**config.mk**
```make
export PLATFORM = sky130hd
export DESIGN_NAME = smallmul_serial
export DESIGN_NICKNAME = d
export VERILOG_FILES = /design/src/rtl/smalldiv_pkg.sv /design/src/rtl/smallmul_lut.sv /design/src/rtl/smallmul_serial.sv
export SDC_FILE = /design/constraint.sdc
export NUM_CORES = 1
export LEC_CHECK = 0
export CAP_MARGIN = 40
export CORE_MARGIN = 3
export CORE_UTILIZATION = 58
export CTS_CLUSTER_SIZE = 12
export DETAILED_ROUTE_END_ITERATION = 7
export PLACE_DENSITY = 0.86
export SYNTH_ARGS = -nofsm -noshare
export SYNTH_HDL_FRONTEND = slang
export SYNTH_HIERARCHICAL = 1
export SYNTH_SLANG_ARGS = --single-unit
```
**constraint.sdc**
```tcl
create_clock -name clock -period 5.1 [get_ports clock]
set_clock_uncertainty 0.15 [all_clocks]
set_input_delay 1.53 -clock clock [delete_from_list [all_inputs] [get_ports clock]]
set_output_delay 1.53 -clock clock [all_outputs]
set_load 0.005 [all_outputs]
```
**src/rtl/smalldiv_pkg.sv**
```systemverilog
// Shared sizing helpers and FSM state type for the small constant divider/multiplier pair.
package smalldiv_pkg;

  typedef enum logic [1:0] {
    IDLE = 2'd0,
    RUN  = 2'd1,
    DONE = 2'd2
  } smallmul_state_t;

  // Digit width: whatever the LUT has left after the carry, but never narrower than the carry.
  function automatic int unsigned smalldiv_digit_width(input int unsigned lut_width,
                                                       input int unsigned divider_width);
    int unsigned base;
    base = (lut_width > divider_width) ? (lut_width - divider_width) : 0;
    return (base > divider_width) ? base : divider_width;
  endfunction

  // Number of digits needed to cover the dividend (ceiling division).
  function automatic int unsigned smalldiv_num_digits(input int unsigned dividend_width,
                                                      input int unsigned digit_width);
    return (dividend_width + digit_width - 1) / digit_width;
  endfunction

endpackage

```
**src/rtl/smallmul_lut.sv**
```systemverilog
// One digit step of the serial multiplier: {carry_out, pdigit} = digit * DIVIDER_VALUE + carry_in.
module smallmul_lut #(
  parameter int unsigned DIVIDER_VALUE = 5,
  parameter int unsigned DIVIDER_WIDTH = 3,
  parameter int unsigned DIGIT_WIDTH   = 3
) (
  input  logic [DIGIT_WIDTH-1:0]   digit,
  input  logic [DIVIDER_WIDTH-1:0] carry_in,
  output logic [DIGIT_WIDTH-1:0]   pdigit_c,
  output logic [DIVIDER_WIDTH:0]   carry_out_c
);

  // One extra bit so an out-of-range carry_in never wraps the sum.
  localparam int unsigned SUM_W = DIGIT_WIDTH + DIVIDER_WIDTH + 1;

  logic [SUM_W-1:0] sum;

  // Multiply-accumulate for a single digit, split into digit and carry.
  always_comb begin
    sum         = SUM_W'(digit) * SUM_W'(DIVIDER_VALUE) + SUM_W'(carry_in);
    pdigit_c    = sum[DIGIT_WIDTH-1:0];
    carry_out_c = sum[SUM_W-1:DIGIT_WIDTH];
  end

endmodule

```
**src/rtl/smallmul_serial.sv**
```systemverilog
// Digit-serial reconstruction of dividend = quotient * DIVIDER_VALUE + remainder, LSB digit first.
module smallmul_serial
  import smalldiv_pkg::*;
#(
  parameter int unsigned DIVIDER_VALUE         = 5,
  parameter int unsigned DIVIDER_WIDTH         = $clog2(DIVIDER_VALUE),
  parameter int unsigned DIVIDEND_WIDTH        = 18,
  parameter int unsigned THEORETICAL_LUT_WIDTH = 6
) (
  input  logic                      clock,
  input  logic                      srst_n,
  input  logic                      in_valid,
  output logic                      in_ready,
  input  logic [DIVIDEND_WIDTH-1:0] quotient,
  input  logic [DIVIDER_WIDTH-1:0]  remainder,
  output logic                      out_valid,
  input  logic                      out_ready,
  output logic [DIVIDEND_WIDTH-1:0] dividend,
  output logic                      overflow,
  output logic                      rem_error
);

  localparam int unsigned DIGIT_WIDTH  = smalldiv_digit_width(THEORETICAL_LUT_WIDTH, DIVIDER_WIDTH);
  localparam int unsigned NUM_DIGITS   = smalldiv_num_digits(DIVIDEND_WIDTH, DIGIT_WIDTH);
  localparam int unsigned PADDED_WIDTH = NUM_DIGITS * DIGIT_WIDTH;
  localparam int unsigned IDX_W        = (NUM_DIGITS > 1) ? $clog2(NUM_DIGITS) : 1;
  localparam logic [IDX_W-1:0] LAST_IDX = IDX_W'(NUM_DIGITS - 1);

  // Reject parameter sets whose carry cannot be represented.
  if (DIVIDER_VALUE <= 1 || $clog2(DIVIDER_VALUE) > DIVIDER_WIDTH) begin : g_param_check
    $fatal(1, "smallmul_serial: DIVIDER_VALUE must be > 1 and fit in DIVIDER_WIDTH bits");
  end

  smallmul_state_t           state_q, state_d;
  logic [IDX_W-1:0]          idx_q, idx_d;
  logic [DIVIDER_WIDTH-1:0]  carry_q, carry_d;
  logic [PADDED_WIDTH-1:0]   quot_q, quot_d;
  logic [PADDED_WIDTH-1:0]   product_q, product_d;
  logic                      lost_q, lost_d;
  logic [DIVIDEND_WIDTH-1:0] dividend_q, dividend_d;
  logic                      overflow_q, overflow_d;
  logic                      rem_error_q, rem_error_d;
  logic                      out_valid_q, out_valid_d;
  logic                      in_ready_q, in_ready_d;

  logic [DIGIT_WIDTH-1:0]    qdigit;
  logic [DIGIT_WIDTH-1:0]    pdigit_c;
  logic [DIVIDER_WIDTH:0]    carry_out_c;
  logic                      prod_hi;

  // Current quotient digit feeding the LUT.
  assign qdigit = quot_q[idx_q * DIGIT_WIDTH +: DIGIT_WIDTH];

  smallmul_lut #(
    .DIVIDER_VALUE (DIVIDER_VALUE),
    .DIVIDER_WIDTH (DIVIDER_WIDTH),
    .DIGIT_WIDTH   (DIGIT_WIDTH)
  ) u_lut (
    .digit       (qdigit),
    .carry_in    (carry_q),
    .pdigit_c    (pdigit_c),
    .carry_out_c (carry_out_c)
  );

  // Next-state, datapath and registered handshake decode.
  always_comb begin
    state_d     = state_q;
    idx_d       = idx_q;
    carry_d     = carry_q;
    quot_d      = quot_q;
    product_d   = product_q;
    lost_d      = lost_q;
    dividend_d  = dividend_q;
    overflow_d  = overflow_q;
    rem_error_d = rem_error_q;
    prod_hi     = 1'b0;

    case (state_q)
      IDLE: begin
        if (in_valid) begin
          quot_d      = PADDED_WIDTH'(quotient);
          carry_d     = remainder;
          rem_error_d = (32'(remainder) >= 32'(DIVIDER_VALUE));
          lost_d      = 1'b0;
          idx_d       = '0;
          state_d     = RUN;
        end
      end
      RUN: begin
        product_d[idx_q * DIGIT_WIDTH +: DIGIT_WIDTH] = pdigit_c;
        carry_d = carry_out_c[DIVIDER_WIDTH-1:0];
        // A carry bit beyond the register only arises from an out-of-range remainder.
        lost_d  = lost_q | carry_out_c[DIVIDER_WIDTH];
        idx_d   = idx_q + IDX_W'(1);
        if (idx_q == LAST_IDX) begin
          for (int b = DIVIDEND_WIDTH; b < PADDED_WIDTH; b++) begin
            prod_hi = prod_hi | product_d[b];
          end
          overflow_d = lost_q | (carry_out_c != '0) | prod_hi;
          dividend_d = product_d[DIVIDEND_WIDTH-1:0];
          idx_d      = '0;
          state_d    = DONE;
        end
      end
      DONE: begin
        if (out_ready) begin
          state_d = IDLE;
        end
      end
      default: begin
        state_d = IDLE;
      end
    endcase

    in_ready_d  = (state_d == IDLE);
    out_valid_d = (state_d == DONE);
  end

  // State and datapath registers with synchronous active-low reset.
  always_ff @(posedge clock) begin
    if (!srst_n) begin
      state_q     <= IDLE;
      idx_q       <= '0;
      carry_q     <= '0;
      quot_q      <= '0;
      product_q   <= '0;
      lost_q      <= 1'b0;
      dividend_q  <= '0;
      overflow_q  <= 1'b0;
      rem_error_q <= 1'b0;
      out_valid_q <= 1'b0;
      in_ready_q  <= 1'b1;
    end else begin
      state_q     <= state_d;
      idx_q       <= idx_d;
      carry_q     <= carry_d;
      quot_q      <= quot_d;
      product_q   <= product_d;
      lost_q      <= lost_d;
      dividend_q  <= dividend_d;
      overflow_q  <= overflow_d;
      rem_error_q <= rem_error_d;
      out_valid_q <= out_valid_d;
      in_ready_q  <= in_ready_d;
    end
  end

  assign in_ready  = in_ready_q;
  assign out_valid = out_valid_q;
  assign dividend  = dividend_q;
  assign overflow  = overflow_q;
  assign rem_error = rem_error_q;

endmodule

```
# After elaboration in Yosys (flattened, before gate mapping)
# Cells that the tools add are included.
# word_totals
ff_bits	67
inputBits	25
word_cells	46
# op_classes
addsub	3
mul	2
n_lt_le_gt_ge	1
eq_ne	5
shift	3
muxes	12
bitwise	2
reduce_logical	7
# ops
operator	n
$neg 5->34	1
$shift 3x34->18 const A	1
$shiftx 3x34->18	1
$bwmux 18	1
$shiftx 18x6->3	1
$pmux 3 s2	2
$mux 3	3
$add 6x3->7	1
$mul 3x3->6 const B	1
$mux 2	3
$pmux 2 s3	1
$reduce_and 2->1	3
$mul 3x2->5 const B	1
$eq 2x2->1 const B	2
$logic_not 2->1	2
$reduce_bool 4->1	1
$add 3x1->3 const B	1
$eq 3x3->1 const B	1
$ge 3x3->1 const B	1
$eq 2x1->1 const B	1
$ne 2x2->1 const B	1
$or 1x1->1	2
$pmux 1 s2	1
$reduce_bool 2->1	1
$mux 1	1

# Depth between registers and ports, before layout
# logic_depth
depth_word	6
mapped_depth	14
ltp_nobuf	13

# Hierarchy
# Netlist, hierarchy kept.
# modules_own_cells
mod	instances	cells_each	area_per_inst_um2	seq_area_each_um2
smallmul_serial	1	328	3000.4	1341.3
smallmul_lut	1	23	210.2	0.0

# Worst setup path after synthesis
# Ideal clock, no wire load.
# synth_timing
path_type	reg2reg
start	register idx_q[0]
end	register dividend_q[17] (netlist: dividend[17])
setup_ns	0.070
arrival_time_ns	2.923
setup_slack_ns	1.958
path_stages_with_launch	13
path_buffers	1
path_cell_list	dfxtp_1 > buf_2 > mux4_2 > inv_1 > o22ai_1 > ha_1 > ha_1 > inv_1 > fa_1 > inv_1 > and3_1 > mux2i_1 > a21oi_1
# synth_via
elab_chain_len	6
elab_cells_between_ends	10
classes_between	add/sub (2); mul (2); eq/ne (1); shift (3); mux (1); reduce/logical (1)
# synth_lines
item	line_no	text
from (decl)	smallmul_serial.sv:35	logic [IDX_W-1:0] idx_q, idx_d;
from (signal assigned)	smallmul_serial.sv:135	idx_q <= idx_d;
$mul 3x2->5	smallmul_serial.sv:52	assign qdigit = quot_q[idx_q * DIGIT_WIDTH +: DIGIT_WIDTH];
$shiftx 18x6->3	smallmul_serial.sv:52	
named net qdigit[1]	smallmul_serial.sv:46	logic [DIGIT_WIDTH-1:0] qdigit;
$mul 3x3->6	smallmul_lut.sv:20	sum = SUM_W'(digit) * SUM_W'(DIVIDER_VALUE) + SUM_W'(carry_in);
$add 6x3->7	smallmul_lut.sv:20	
named net pdigit_c[2]	smallmul_serial.sv:47	logic [DIGIT_WIDTH-1:0] pdigit_c;
$shiftx 3x34->18	smallmul_serial.sv:90	product_d[idx_q * DIGIT_WIDTH +: DIGIT_WIDTH] = pdigit_c;
$bwmux 18	smallmul_serial.sv:90	
to (signal assigned)	smallmul_serial.sv:140	dividend_q <= dividend_d;
to (decl)	smallmul_serial.sv:40	logic [DIVIDEND_WIDTH-1:0] dividend_q, dividend_d;
# The timed path passes the listed nets, and every way through them passes these cells.
# A chain may end at the register's enable or synchronous reset.

# Worst setup path after layout
# layout_timing
start	register idx_q[0]
end	register product_q[5]
# layout_via
elab_chain_len	6
elab_cells_between_ends	8
classes_between	add/sub (2); mul (2); shift (3); mux (1)
# layout_lines
item	line_no	text
$mul 3x2->5	smallmul_serial.sv:52	
$shiftx 18x6->3	smallmul_serial.sv:52	
named net qdigit[0]	smallmul_serial.sv:46	
$mul 3x3->6	smallmul_lut.sv:20	
$add 6x3->7	smallmul_lut.sv:20	
named net pdigit_c[2]	smallmul_serial.sv:47	
$shiftx 3x34->18	smallmul_serial.sv:90	
$bwmux 18	smallmul_serial.sv:90	
to (signal assigned)	smallmul_serial.sv:138	product_q <= product_d;
to (decl)	smallmul_serial.sv:38	logic [PADDED_WIDTH-1:0] product_q, product_d;
# The timed path passes the listed nets, and every way through them passes these cells.

==> impl_results.md <==
* Stages on the worst setup path at 11
* CTS clk-pin slew, worst paths at 0.07 ns
* Crit-path slowest cell: dfxtp_1
* Post-synthesis adder-cell area fraction at 0.06080
* Reg2reg end: product_q[5]
* # diodes at 0
* Most numerous cell in the Yosys netlist: dfxtp_1
* Synthesized area per cell at just over 9 um2
* Compound-Gate Fraction of Synth Area at 0.1797
* Post-route ant nets at 0
* HP Start: rem_error
* Flop2flop setup slack at 1.41 ns
* Worst slew pin tran at 0.7796 ns
* Area of the multi-input gates at 0.001735 mm2
* Worst r2r path cells at 11
* Final nets at between 400 and 500
* DRT Wirelength at 6.741 mm
* Total clock sinks at 67
* Hold Vio Cnt, Final at 0
* Die height at 80.40 um
* Max stage delay on crit path at 0.83 ns
* Final worst slack at 1.409 ns
* CP bufs+invs at 3
* Clk_lat worst skew at 0.33 ns
* Core area at ~0.0052 mm2
* Asr flop ratio synth at 0
* H-tree Lvls at 3
* Pint at 902.6 uW
* Worst min path class: reg2reg
* Top Ports at 47
* CP arrival at 3.77 ns
* Main flop type after synthesis: dfxtp_1
* Initial antenna violation count at 0
* Port bufs at 46
* Die width at 80.40 um
* Tot GR Track Use at 0.2268
* Synth area leaders: dfxtp_1 (42%), mux2i_1 (9.7%), nand2_1 (6.7%)
* Ratio of cells with drive above 1 in the final layout at 0.07379
* Startpoint type of the worst setup path: flop
* Top Family by Delay on Critical Path: adder cells
* Register area share after synthesis at 0.4178
* Total CTS buffers at 9
* Hold EP: rem_error
* Wire length per cell at 14.56 um
* Layout Cell Area excl Fill at 0.003916 mm2
* Syn Std Cell Area at 0.003211 mm2
* Overall power at 1.186 mW
* Worst Path Max Fanout at 18
* Resize count post-CTS at 0
* # rows at 26
* Tmin final at 3.691 ns
* Crit end category: flop
* Setup tns final at 0 ns
* CTS tree: built
* DRC Markers at 0
* Initial DRC Count at 143
* Drt pass-1 iters at 5
* Synthesized Nets at a little under 400
* Pre-CTS setup slack at between 1 and 1.5 ns
* Max clock buf depth at 2
* Vias in the first global route at 2464
* Max-slew violations at 0
* Via/cell ratio at 5.460
* Comb pwr share at 0.116
* Post-Synth Simple-Gate Area at 0.1730
* Yosys top cell by area: dfxtp_1
* Worst vdd ir at 187.6 uV
* First-pass GRT wire length at between 10 and 15 mm
* Pleak at 1.549 nW
* Post-DP HPWL at 4.697 mm
* Worst r2r src: idx_q[0]
* Largest net degree at the start of global routing at 71
* Outcome: completed
* Crit path cell chain: mux4_2 > inv_1 > o22ai_1 > ha_1 > ha_1 > inv_1 > fa_1 > inv_1 > and3_1 > mux2i_1 > nor2b_1
* Seq cells post-synth at 67
* Final Cycle Share at 0.7238
* Synth top area share at 0.4178
* Die Area at 0.006464 mm2
* Routed vias at 2528
* Fill count at 383
* Max Clk Rate at 270.9 MHz
* Final setup violation count at 0
* Cell count after synthesis at ~350
* GPL Wtd Cong at 0.9379
* RSZ-0062 raised after global routing: no
* Cells after DPL at 447
* Cell Pwr Density at 302.8 mW/mm2
* Layout Cells excl Fill at 463
* GR Overflow Total at 0
* Yosys cell types at 41
* Critical path class: reg2reg
* Max-cap violation count at 0
* Initial Util at 0.6130
* # Post-CTS Setup Buffers at 0
* EDFF count, synth at 0
* Layout area overhead at 21.98%
* CTS root buffer: clkbuf_8
* Sequential power share at 0.466
* Worst EP required at slightly above 5 ns
* Sw Share at 0.2387
* Largest family of logic cells by synthesized area: compound AO/OA/AOI/OAI gates
* Area post-placement at between 0.003 and 0.004 mm2
* Crit path top cell by count: inv_1
* Hold path depth at 2
* # hold bufs at CTS at 0
* XOR/XNOR Fraction of Synth Area at 0.008184
* Synth top cells by count: dfxtp_1 (67), nand2_1 (57), mux2i_1 (31)
* P_sw at ~280 uW
* Synth Warn # at 6
* Clock power share at 0.418
* Worst slew margin at 0.4792
* Register area at roughly 0.0013 mm2
* Mux share of post-synthesis cell area at 0.1177
==> cells in the final DEF (no fill, tap or decap), types with 5 or more instances in the layout <==
cell and n:
clkdlybuf4s50_1 46, a21boi_0 21, nor2b_1 21, clkbuf_8 11, nor2_1 9, dfxtp_1 67
ha_1 14, inv_1 9, and3_1 5, o21ai_0 23, mux2i_1 31, a21oi_1 16
o22ai_1 6, nand2_1 57
==> how the worst max path moves through the flow <==
stage / startpoint / end / slack (ns)
6_report: idx_q[0] / product_q[5] / 1.41
5_1_grt: idx_q[0] / dividend[5] / 1.19
4_1_cts: idx_q[0] / dividend[17] / 1.41
3_5_place_dp: idx_q[0] / dividend[17] / 1.42
3_3_place_gp: idx_q[0] / dividend[5] / 1.51
2_1_floorplan: idx_q[0] / dividend[17] / 1.96
==> registers in the layout, indices dropped and copies added, names as in the netlist, 2 cells and up <==
name / count
dividend: 18
product_q: 18
state_q: 2
idx_q: 3
quot_q: 18
carry_q: 3
==> stage by stage <==
stage | util | hold slack, ns
after floorplan | - | 0.2902
after global placement | 0.7014 | 0.3023
after detailed placement | 0.7043 | 0.3081
after CTS | 0.7477 | 0.3192
after global routing | 0.7477 | 0.3487
final | 0.7477 | 0.3139
==> area by class of cell <==
| class | instances | area share |
|---|---|---|
| multi-input cells | 252 | 0.4431 |
| clock inverters | 4 | 0.01853 |
| repair buffers | 49 | 0.1252 |
| inverters | 9 | 0.008626 |
| flip-flops and latches | 67 | 0.3425 |
| well taps | 70 | 0.02236 |
| clock buffers | 12 | 0.03962 |
==> cell families after synthesis <==
logic type,count (synthesis)
adder cells (fa/ha/maj),15
multiplexers,34
AO/OA/AOI/OAI,86
buffers and inverters,32
flip-flops,67
XOR/XNOR,3
other,1
AND/OR/NAND/NOR,113
==> worst min-delay path, cell delays in order (launching register included) <==
cell and delay (ns):
dfxtp_1 0.31, nand2_1 0.05, a21boi_0 0.06
==> power by group through the flow <==
| stage | registers [mW] | logic (mW) | clock network, mW |
|---|---|---|---|
| final | 0.553 | 0.138 | 0.495 |
| after CTS | 0.552 | 0.137 | 0.501 |
| after global placement | 0.563 | 0.131 | 0 |
| after global routing | 0.555 | 0.154 | 0.522 |
| after floorplan | 0.558 | 0.0950 | 0 |
| after detailed placement | 0.564 | 0.137 | 0 |
==> layer usage <==
layer  up-vias  wire, um  global-route usage
li1       1291         -                   -
met1      1174      3182              0.2949
met2        53      3226              0.3642
met3        10       237             0.04709
met4         0        95             0.09628
met5         -         0                   0
(Power assumes the default switching activity.)
